$ cat src/rtl/udp_tx_scheduler.sv
// udp_tx_scheduler: shares one my_ip_send UDP transmitter between NUM_CH
// frame requesters. Round-robin grant, one-clock send_en, latched byte
// count, read-strobe forwarding, completion/timeout reporting and a fixed
// inter-frame gap before the next grant.
module udp_tx_scheduler #(
    parameter int          NUM_CH         = 4,
    parameter int          IFG_CYCLES     = 24,
    parameter int          MAX_BYTES      = 1472,
    parameter logic [15:0] TIMEOUT_CYCLES = 16'd8191
) (
    input  logic                      sys_clk,
    input  logic                      sys_rst_n,
    input  logic [NUM_CH-1:0]         ch_req,
    input  logic [NUM_CH*16-1:0]      ch_len,
    input  logic [NUM_CH*32-1:0]      ch_data,
    output logic [NUM_CH-1:0]         ch_rd,
    output logic [NUM_CH-1:0]         ch_done,
    output logic [NUM_CH-1:0]         ch_err,
    output logic                      send_en,
    output logic [31:0]               send_data,
    output logic [15:0]               send_data_num,
    input  logic                      read_data_req,
    input  logic                      send_end,
    output logic                      busy,
    output logic [$clog2(NUM_CH)-1:0] grant_id
);

    localparam int GID_W = $clog2(NUM_CH);
    // One extra bit so rr_ptr + k (k up to NUM_CH) never overflows before the wrap
    localparam int CW    = GID_W + 1;

    localparam logic [15:0] MAX_LEN      = 16'(MAX_BYTES);
    localparam logic [15:0] IFG_LAST     = 16'(IFG_CYCLES - 1);
    localparam logic [15:0] TIMEOUT_LAST = TIMEOUT_CYCLES - 16'd1;

    localparam logic [1:0] IDLE     = 2'd0;
    localparam logic [1:0] START    = 2'd1;
    localparam logic [1:0] WAIT_END = 2'd2;
    localparam logic [1:0] GAP      = 2'd3;

    logic [1:0]        state_reg;
    logic [GID_W-1:0]  grant_id_reg;
    logic [GID_W-1:0]  rr_ptr_reg;
    logic [15:0]       send_data_num_reg;
    logic [15:0]       tmo_cnt_reg;
    logic [15:0]       gap_cnt_reg;
    logic [NUM_CH-1:0] ch_done_reg;
    logic [NUM_CH-1:0] ch_err_reg;

    logic [15:0]       len_arr  [NUM_CH];
    logic [31:0]       data_arr [NUM_CH];

    logic              sel_found;
    logic [GID_W-1:0]  sel_idx;
    logic [CW-1:0]     cand;
    logic [15:0]       sel_len;
    logic              sel_legal;
    logic [NUM_CH-1:0] sel_oh;
    logic [NUM_CH-1:0] grant_oh;
    logic              in_frame;

    // Unpack the flat per-channel buses into indexable arrays
    generate
        for (genvar gi = 0; gi < NUM_CH; gi++) begin : g_unpack
            assign len_arr[gi]  = ch_len[16*gi +: 16];
            assign data_arr[gi] = ch_data[32*gi +: 32];
        end
    endgenerate

    // Round-robin search: first requester after rr_ptr, wrapping at NUM_CH
    always_comb begin
        sel_found = 1'b0;
        sel_idx   = '0;
        cand      = '0;
        for (int k = 1; k <= NUM_CH; k++) begin
            cand = {1'b0, rr_ptr_reg} + CW'(k);
            if (cand >= CW'(NUM_CH)) begin
                cand = cand - CW'(NUM_CH);
            end
            if (!sel_found && ch_req[cand[GID_W-1:0]]) begin
                sel_found = 1'b1;
                sel_idx   = cand[GID_W-1:0];
            end
        end
    end

    assign sel_len   = len_arr[sel_idx];
    assign sel_legal = (sel_len != 16'd0) && (sel_len <= MAX_LEN);
    assign sel_oh    = {{(NUM_CH-1){1'b0}}, 1'b1} << sel_idx;
    assign grant_oh  = {{(NUM_CH-1){1'b0}}, 1'b1} << grant_id_reg;
    assign in_frame  = (state_reg == START) || (state_reg == WAIT_END);

    // Frame sequencer: grant, start pulse, wait for end/timeout, gap
    always_ff @(posedge sys_clk) begin
        if (!sys_rst_n) begin
            state_reg         <= IDLE;
            grant_id_reg      <= '0;
            rr_ptr_reg        <= GID_W'(NUM_CH - 1);
            send_data_num_reg <= '0;
            tmo_cnt_reg       <= '0;
            gap_cnt_reg       <= '0;
            ch_done_reg       <= '0;
            ch_err_reg        <= '0;
        end else begin
            ch_done_reg <= '0;
            ch_err_reg  <= '0;
            case (state_reg)
                IDLE: begin
                    if (sel_found) begin
                        grant_id_reg <= sel_idx;
                        // Pointer moves even on reject so a bad channel cannot starve others
                        rr_ptr_reg   <= sel_idx;
                        if (sel_legal) begin
                            send_data_num_reg <= sel_len;
                            tmo_cnt_reg       <= '0;
                            state_reg         <= START;
                        end else begin
                            ch_err_reg <= sel_oh;
                        end
                    end
                end
                START: begin
                    // tmo_cnt_reg tracks clocks elapsed since the send_en clock
                    tmo_cnt_reg <= tmo_cnt_reg + 16'd1;
                    state_reg   <= WAIT_END;
                end
                WAIT_END: begin
                    // send_end is tested first so it wins over a coincident timeout
                    if (send_end) begin
                        ch_done_reg <= grant_oh;
                        gap_cnt_reg <= '0;
                        state_reg   <= GAP;
                    end else if (tmo_cnt_reg == TIMEOUT_LAST) begin
                        ch_err_reg  <= grant_oh;
                        gap_cnt_reg <= '0;
                        state_reg   <= GAP;
                    end else begin
                        tmo_cnt_reg <= tmo_cnt_reg + 16'd1;
                    end
                end
                GAP: begin
                    if (gap_cnt_reg == IFG_LAST) begin
                        state_reg <= IDLE;
                    end else begin
                        gap_cnt_reg <= gap_cnt_reg + 16'd1;
                    end
                end
                default: state_reg <= IDLE;
            endcase
        end
    end

    assign send_en       = (state_reg == START);
    assign busy          = (state_reg != IDLE);
    assign ch_rd         = (read_data_req && in_frame) ? grant_oh : '0;
    assign send_data     = data_arr[grant_id_reg];
    assign send_data_num = send_data_num_reg;
    assign grant_id      = grant_id_reg;
    assign ch_done       = ch_done_reg;
    assign ch_err        = ch_err_reg;

endmodule

$ cat config.mk
export PLATFORM = sky130hd
export DESIGN_NAME = udp_tx_scheduler
export DESIGN_NICKNAME = d
export VERILOG_FILES = /design/src/rtl/udp_tx_scheduler.sv
export SDC_FILE = /design/constraint.sdc
export NUM_CORES = 1
export LEC_CHECK = 0
export ABC_CLOCK_PERIOD_IN_PS = 8720
export CORE_ASPECT_RATIO = 0.5
export CORE_MARGIN = 2
export CORE_UTILIZATION = 30
export CTS_BUF_LIST = sky130_fd_sc_hd__clkbuf_4
export CTS_CLUSTER_SIZE = 20
export DETAILED_ROUTE_END_ITERATION = 10
export PLACE_DENSITY = 0.64
export SLEW_MARGIN = 20
export SYNTH_ARGS = -nofsm -noshare
export SYNTH_HDL_FRONTEND = slang
export SYNTH_SLANG_ARGS = --single-unit
$ cat constraint.sdc
create_clock -name sys_clk -period 8.72 [get_ports sys_clk]
set_input_delay 1.308 -clock sys_clk [delete_from_list [all_inputs] [get_ports sys_clk]]
set_output_delay 1.308 -clock sys_clk [all_outputs]
set_load 0.05 [all_outputs]
==> impl_metrics.toml, run 1 <==
[synthesis]
synth_compound_area_frac = 0.177
synth_flop_cell = "dfxtp_1"
ys_seq_area_frac = 0.282
yosysTopAreaCell = "dfxtp_1"
netlist_top_cells_area = "dfxtp_1 28%, mux4_2 20%, o21ai_0 4.0%"
syn_area_per_cell_um2 = 9.11
async_flop_share = 0
yosys.cell_types.count = 60
yosysTopAreaCellShare = 0.282
synth-simple-area-share = 0.227
yosys_register_bits = 62
synth_fp_nets = 690
syn_inst = 483
synth_edf_count = 0
synthXorXnorAreaFrac = 0.0139
ys.warnings.count = 0
synth.mux.area_fraction = 0.227
synth.cell_area_mm2 = 0.00440
synth_fa_ha_area_frac = 0.0199
synth_top_family_by_area = "simple AND/OR/NAND/NOR gates"

[finish]
final_cell_mix = "262 x clkdlybuf4s50_1, 60 x dfxtp_1, 42 x nand2_1, 39 x mux4_2, 34 x o21ai_0"
nNetsFinal = 931
final_common_cell = "clkdlybuf4s50_1"
layout-drive-gt1-share = 0.103
diodes = 0
synthToLayoutAreaGrowth_pct = 65.4

[worst_setup_path]
max_stage_delay_ns = 0.66
worstPathArrival_ns = 6.12
critPathCaptureType = "register"
path_class = "in2reg"
worstPathMaxFanout = 16
start_kind = "primary input"
path_cells = "clkdlybuf4s50_1 > and2b_1 > o21ai_1 > and3_1 > buf_4 > mux4_2 > nor4_1 > mux2i_1 > a21boi_0 > nand3_1 > o32ai_1"
cp.required_ns = 9.06
cp_slowest_cell = "o21ai_1"

[clock_network]
numClockSinks = 62
postCtsSetupRepairBufs = 0
cts_resized = 0
tritoncts = "built"
root_buffer = "clkbuf_4"
worstSkewPairLatency_ns = 0.43
path_clk_slew_ns = 0.11
htreeDepth = 3
clk_path_buf_depth = 2
numCtsBuffers = 9
hold_buffers = 0

[timing]
fin_crit_ns = 5.78
slew_viol_final = 0
finalSetupViolations = 0
fin_setup_tns_ns = 0
relSlewSlack = 0.386
fmax_mhz = 173
hold_viol = 0
worstMarginPinSlew_ns = 0.921
rsz0062_at_grt = "no"
worst_hold_slack_ns = 0.463
period_share = 0.663
finalClockSkew_ns = 0.0151

[floorplanning]
dieArea_mm2 = 0.0157
die_h_um = 89.7
core_region_area_mm2 = 0.0144
io_pins = 264
die_w_um = 175
rows = 31
initial_core_util = 0.306

[global_route]
grt_max_degree = 67
grt_overflow = 0
grt_pass1_wl_mm = 24.9
grt.total_usage = 0.205
grt_pass1_vias = 4480
antenna_found_initial = 0

[detailed_routing]
dr.pass1.iters = 5
wire_per_inst_um = 18.6
vias = 4881
drc_errors = 0
antenna_left = 0
viasPerCell = 5.27
drt_iter0_markers = 293
drt_wl_total_mm = 17.2

[place]
port_buffers = 263
place.gp.congestion = 0.872
dp_hpwl_mm = 13.7

[worst_hold_path]
hold_path_class = "reg2reg"

[flow_run]
cap_viol_max_count = 0

[power_and_ir_drop]
cellPowerDensity_mw_per_mm2 = 207
power.total_uw = 1500
leakage_uw = 0.00251
ir_drop_mv = 0.0939

[outcome]
status = "finished, final reports clean"
[critical path: cells and delay by family]
family,cells,cell delay [ns]
compound gates,3,1.45
mux,2,0.79
simple gates,4,1.67
buf+inv,2,0.91
[report_power, final]
group | leakage (uW) | total, uW | switching (uW) | internal (uW)
registers | 0.000502 | 353 | 49.3 | 303
logic | 0.00193 | 948 | 551 | 397
clock network | 0.0000763 | 204 | 116 | 88.1
total | 0.00251 | 1500 | 716 | 788
[final cells by class]
| type | instances | area (um^2) |
|---|---|---|
| Inverter | 15 | 56.3 |
| Sequential cell | 62 | 1240 |
| Tap cell | 198 | 248 |
| Timing Repair Buffer | 266 | 2650 |
| Clock inverter | 7 | 73.8 |
| Fill cell | 1324 | 7110 |
| Clock buffer | 9 | 67.6 |
| Multi-Input combinational cell | 370 | 2940 |
[cells by family (layout without fill, tap and decap cells)]
kind of cell    count (synthesis)  after routing
flops                          62             62
buf+inv                        51            297
fa+ha+maj                       7              7
simple gates                  187            187
xor+xnor                        7              7
mux                            51             51
compound gates                118            118
[path summary, 6_finish.rpt]
| kind | endpoint | slack [ns] | cells after the start | start |
|---|---|---|---|---|
| max | tmo_cnt_reg[8] | 2.94 | 11 | ch_req[3] |
| min reg2reg | send_data_num[0] | 0.46 | 2 | send_data_num[0] |
| min | send_data_num[0] | 0.46 | 2 | send_data_num[0] |
| max reg2reg | tmo_cnt_reg[8] | 3.89 | 10 | rr_ptr_reg[0] |
[through the flow]
step                      utilization  setup WS [ns]  area [um^2]  std cells
after floorplan                     -           4.43         4400        483
after global placement          0.495           2.51         7130        911
after detailed placement        0.495           2.26         7130        911
after CTS                       0.505           2.72         7270        927
after global routing            0.506           2.53         7280        927
final                           0.506           2.94         7280        927
[layer usage]
metal  part of all wire  track usage
met2               0.48        0.346
met5                  0            0
met4              0.012       0.0394
met3              0.062       0.0341
met1               0.45        0.282
[synthesized netlist by cell type (12+ instances only)]
master	number
a21oi_1	17
clkbuf_1	19
dfxtp_1	62
inv_1	15
mux4_2	39
nand2_1	42
nand3_1	22
nand4_1	12
nor2_1	29
nor3_1	14
o21ai_0	35
No activity file was read; power rests on OpenSTA's default activity.
==> inputs of run 2 (changes only) <==
--- a/config.mk
+++ b/config.mk
@@ -5,14 +5,14 @@
 export SDC_FILE = /design/constraint.sdc
 export NUM_CORES = 1
 export LEC_CHECK = 0
-export ABC_CLOCK_PERIOD_IN_PS = 8720
+export ABC_CLOCK_PERIOD_IN_PS = 5000
 export CORE_ASPECT_RATIO = 0.5
 export CORE_MARGIN = 2
 export CORE_UTILIZATION = 30
 export CTS_BUF_LIST = sky130_fd_sc_hd__clkbuf_4
 export CTS_CLUSTER_SIZE = 20
 export DETAILED_ROUTE_END_ITERATION = 10
-export PLACE_DENSITY = 0.64
+export PLACE_DENSITY = 0.66
 export SLEW_MARGIN = 20
 export SYNTH_ARGS = -nofsm -noshare
 export SYNTH_HDL_FRONTEND = slang
==> constraint.sdc (replaced) <==
create_clock -name sys_clk -period 5 [get_ports sys_clk]
set_input_delay 0.75 -clock sys_clk [delete_from_list [all_inputs] [get_ports sys_clk]]
set_output_delay 0.75 -clock sys_clk [all_outputs]
set_load 0.05 [all_outputs]
==> run 2 against run 1 <==
Flip-flop and latch count unchanged; utilization grew 0.45 points; register-to-register slack got worse by 2.9 ns; non-clock buffer count increased by 11; cell count rose by 1.2%; routed wire length fell by 2.7%; worst setup slack got worse by 2.3 ns; die area is the same; via count shrank 1.0%; power rose by 76%; sequential power up 72%; clock power is 71% higher; largest cell class unchanged.
==> impl_metrics.toml, run 2 (same netlist as run 1, synthesis figures left out) <==
[timing]
period_share = 0.874
worstMarginPinSlew_ns = 1.04
fin_crit_ns = 4.37
finalClockSkew_ns = 0.0136
relSlewSlack = 0.299
fin_setup_tns_ns = 0
slew_viol_final = 0
rsz0062_at_grt = "no"
hold_viol = 0
finalSetupViolations = 0
fmax_mhz = 229

[global_route]
antenna_found_initial = 0
grt_max_degree = 67
grt_pass1_wl_mm = 25.0
grt.total_usage = 0.201
grt_overflow = 0
grt_pass1_vias = 4605

[detailed_routing]
viasPerCell = 5.15
drc_errors = 0
vias = 4830
dr.pass1.iters = 4
antenna_left = 0
drt_wl_total_mm = 16.7
wire_per_inst_um = 17.8
drt_iter0_markers = 273

[finish]
final_common_cell = "clkdlybuf4s50_1"
nNetsFinal = 942
layout-drive-gt1-share = 0.115
diodes = 0
fillCellCount = 1331
final_cell_mix = "262 x clkdlybuf4s50_1, 60 x dfxtp_1, 42 x nand2_1, 39 x mux4_2, 34 x o21ai_0"
synthToLayoutAreaGrowth_pct = 66.9

[worst_setup_path]
path_cells = "clkdlybuf4s50_1 > nor2_1 > o21ai_2 > and3_1 > mux4_2 > a221o_1 > o41ai_2 > a21boi_0 > nand3_1 > buf_4 > o21ai_1"
worstPathArrival_ns = 4.73
cp.required_ns = 5.36
cp_slowest_cell = "clkdlybuf4s50_1"
critPathCaptureType = "register"
path_class = "in2reg"
max_stage_delay_ns = 0.62
start_kind = "primary input"
worstPathMaxFanout = 10

[clock_network]
hold_buffers = 0
worstSkewPairLatency_ns = 0.42
path_clk_slew_ns = 0.11
root_buffer = "clkbuf_4"
htreeDepth = 3
numCtsBuffers = 9
postCtsSetupRepairBufs = 0
tritoncts = "built"
clk_path_buf_depth = 2
numClockSinks = 62
cts_resized = 0

[power_and_ir_drop]
power.total_uw = 2640
ir_drop_mv = 0.143
cellPowerDensity_mw_per_mm2 = 360
leakage_uw = 0.00256

[floorplanning]
die_w_um = 175
core_region_area_mm2 = 0.0144
io_pins = 264
die_h_um = 89.7
dieArea_mm2 = 0.0157
initial_core_util = 0.306
rows = 31

[flow_run]
cap_viol_max_count = 0

[worst_hold_path]
hold_path_class = "reg2reg"

[place]
port_buffers = 263
dp_hpwl_mm = 13.3
place.gp.congestion = 0.882

[outcome]
status = "finished, final reports clean"
-- run 2: cell count changes in the layout (fill, tap and decap cells not counted), sizes merged --
| cell | change |
|---|---|
| clkbuf | +1 |
| clkinvlp | +2 |
| clkinv | -2 |
| inv | -1 |
| buf | +11 |
-- run 2: worst paths after layout --
path,from,to,slack [ns],depth (start not counted)
max,ch_req[0],tmo_cnt_reg[11],0.63,11
min,send_data_num[0],send_data_num[0],0.47,2
min reg2reg,send_data_num[0],send_data_num[0],0.47,2
max reg2reg,rr_ptr_reg[0],tmo_cnt_reg[11],1.03,10
-- run 2: routing by layer --
metal  track usage  up-vias  wire (um)
met4        0.0318        0        157
met1         0.289     2306       7970
met2         0.327      156       7670
met5             0        -          0
met3        0.0337       13        939
li1              -     2355          -
-- run 2: area by class of cell --
cell class	instances	area, um^2	area share
clock buffers	10	75.1	0.0102
multi-input cells	370	2930	0.399
well taps	198	248	0.0337
flip-flops and latches	62	1240	0.169
inverters	15	56.3	0.00766
repair buffers	277	2730	0.372
clock inverters	6	62.6	0.00851
-- run 2: per-stage QoR --
stage / instances / utilization / setup slack [ns] / instance area, um^2 / hold slack [ns]
global placement: 922 / 0.501 / 0.469 / 7210 / 0.443
global route: 938 / 0.511 / 0.365 / 7350 / 0.487
detailed placement: 922 / 0.501 / 0.239 / 7210 / 0.448
finish: 938 / 0.511 / 0.631 / 7350 / 0.468
floorplan: 483 / - / 1.27 / 4400 / 0.450
CTS: 938 / 0.511 / 0.696 / 7350 / 0.470
-- run 2: critical path: cells and delay by family --
| family | cells | cell delay (ns) |
|---|---|---|
| muxes | 1 | 0.61 |
| and+or+nand+nor | 3 | 1.05 |
| buffers and inverters | 2 | 0.92 |
| AOI/OAI and AO/OA | 5 | 1.39 |
-- run 2: power by group --
part | total (uW) | leakage, uW | switching, uW | internal, uW
clock | 349 | 0.0000684 | 193 | 156
sequential | 607 | 0.000502 | 78.4 | 529
combinational | 1690 | 0.00199 | 970 | 716
==> inputs of run 3 (changes only) <==
--- a/config.mk
+++ b/config.mk
@@ -9,7 +9,6 @@
 export CORE_ASPECT_RATIO = 0.5
 export CORE_MARGIN = 2
 export CORE_UTILIZATION = 30
-export CTS_BUF_LIST = sky130_fd_sc_hd__clkbuf_4
 export CTS_CLUSTER_SIZE = 20
 export DETAILED_ROUTE_END_ITERATION = 10
 export PLACE_DENSITY = 0.66
==> run 3 against run 2 <==
Power is 9.8% higher; sequential share of layout area is 0.35 points lower; flip-flop and latch count stayed put; largest power group unchanged.
==> impl_metrics.toml, run 3 (same netlist as run 1, synthesis figures left out) <==
[timing]
slew_viol_final = 0
finalSetupViolations = 0
rsz0062_at_grt = "no"
period_share = 0.887
worstMarginPinSlew_ns = 1.05
fin_setup_tns_ns = 0
relSlewSlack = 0.293
fmax_mhz = 225
finalClockSkew_ns = 0.00555
fin_crit_ns = 4.44
hold_viol = 0

[worst_hold_path]
hold_end = "send_data_num[0]"
worstHoldStart = "send_data_num[0]"
hold_depth = 2
hold_path_class = "reg2reg"

[detailed_routing]
viasPerCell = 5.16
antenna_left = 0
drt_wl_total_mm = 16.9
vias = 4836
dr.pass1.iters = 6
drt_iter0_markers = 287
drc_errors = 0
wire_per_inst_um = 18.0

[floorplanning]
rows = 31
die_w_um = 175
core_region_area_mm2 = 0.0144
io_pins = 264
dieArea_mm2 = 0.0157
initial_core_util = 0.306
die_h_um = 89.7

[place]
place_area_mm2 = 0.00721
port_buffers = 263
dp_hpwl_mm = 13.3
place.gp.congestion = 0.882

[clock_network]
path_clk_slew_ns = 0.05
numCtsBuffers = 9
worstSkewPairLatency_ns = 0.33
htreeDepth = 3
root_buffer = "clkbuf_16"
numClockSinks = 62
hold_buffers = 0
clk_path_buf_depth = 2
postCtsSetupRepairBufs = 0
cts_resized = 0
tritoncts = "built"

[worst_setup_path]
cp_slowest_cell = "clkdlybuf4s50_1"
cp.required_ns = 5.26
path_class = "in2reg"
worstReg2RegEnd = "tmo_cnt_reg[11]"
r2r_cells = 10
r2r-start = "rr_ptr_reg[0]"
worstPathArrival_ns = 4.70
path_cells = "clkdlybuf4s50_1 > nor2_1 > o21ai_2 > and3_1 > mux4_2 > a221o_1 > o41ai_2 > a21boi_0 > nand3_1 > buf_4 > o21ai_1"
path_delay_family = "compound AO/OA/AOI/OAI gates"
start_kind = "primary input"
worstPathMaxFanout = 10
path_buf_inv = 2
cp-startpoint = "ch_req[0]"
critPathCaptureType = "register"
timing.reg2reg.setup_slack_ns = 1.04
max_stage_delay_ns = 0.61

[finish]
diodes = 0
multi_input_area_mm2 = 0.00293
layout-drive-gt1-share = 0.114
final_cell_mix = "262 x clkdlybuf4s50_1, 60 x dfxtp_1, 42 x nand2_1, 39 x mux4_2, 34 x o21ai_0"
synthToLayoutAreaGrowth_pct = 70.4
seq_area_mm2 = 0.00124
fillCellCount = 1307
nNetsFinal = 942
fin_area_mm2 = 0.00750
final_common_cell = "clkdlybuf4s50_1"

[global_route]
grt_pass1_wl_mm = 25.1
grt_max_degree = 67
grt_overflow = 0
antenna_found_initial = 0
grt.total_usage = 0.203
grt_pass1_vias = 4623

[outcome]
status = "finished, final reports clean"

[power_and_ir_drop]
swShare = 0.438
cellPowerDensity_mw_per_mm2 = 387
leakage_uw = 0.00262
clkPwrFrac = 0.209
combinationalPowerShare = 0.582
p_int_uw = 1630
power_switching_uw = 1270
ir_drop_mv = 0.183
seq_power_share = 0.210

[flow_run]
cap_viol_max_count = 0
==> run 3: cell counts in the layout (fill, tap and decap cells not counted) <==
Identical to the previous run, type by type.
==> run 3: metal layers <==
layer | global-route usage | share of wire | vias up
li1 | - | - | 2354
met1 | 0.290 | 0.47 | 2292
met2 | 0.328 | 0.45 | 177
met3 | 0.0366 | 0.064 | 13
met4 | 0.0348 | 0.011 | 0
met5 | 0 | 0 | -
==> run 3: worst register-to-register path, stage by stage (launching register included) <==
cell and delay, ns:
dfxtp_1 0.48, and2b_1 0.25, o21ai_1 0.17, and3_1 0.53
mux4_2 0.61, a221o_1 0.31, o41ai_2 0.38, a21boi_0 0.38
nand3_1 0.35, buf_4 0.30, o21ai_1 0.13
==> run 3: area by class of cell <==
cell class | instances | area share
multi-input combinational | 370 | 0.390
timing repair buffer | 277 | 0.364
sequential | 62 | 0.166
tap | 198 | 0.0330
clock buffer | 10 | 0.0305
clock inverter | 6 | 0.00834
inverter | 15 | 0.00751
==> run 3: power by group through the flow <==
stage                     logic, uW  registers (uW)  clock network (uW)
after floorplan                1100             632                   0
after global placement         1670             620                   0
after detailed placement       1680             620                   0
after CTS                      1690             610                 617
after global routing           1780             620                 646
final                          1690             609                 606
==> run 3: worst max-delay path by stage <==
stage                      endpoint  cells past startpoint
floorplan            tmo_cnt_reg[1]                     13
global placement     tmo_cnt_reg[9]                     11
detailed placement   tmo_cnt_reg[9]                     11
CTS                 tmo_cnt_reg[11]                     11
global route        tmo_cnt_reg[13]                     11
finish              tmo_cnt_reg[11]                     11
==> run 3: stage by stage <==
stage	instances	setup WS [ns]	util	power, uW	hold WS (ns)
global placement	922	0.469	0.501	2290	0.443
CTS	938	0.585	0.521	2920	0.462
global route	938	0.251	0.521	3050	0.478
floorplan	483	1.27	-	1730	0.450
detailed placement	922	0.239	0.501	2300	0.448
finish	938	0.565	0.521	2900	0.460
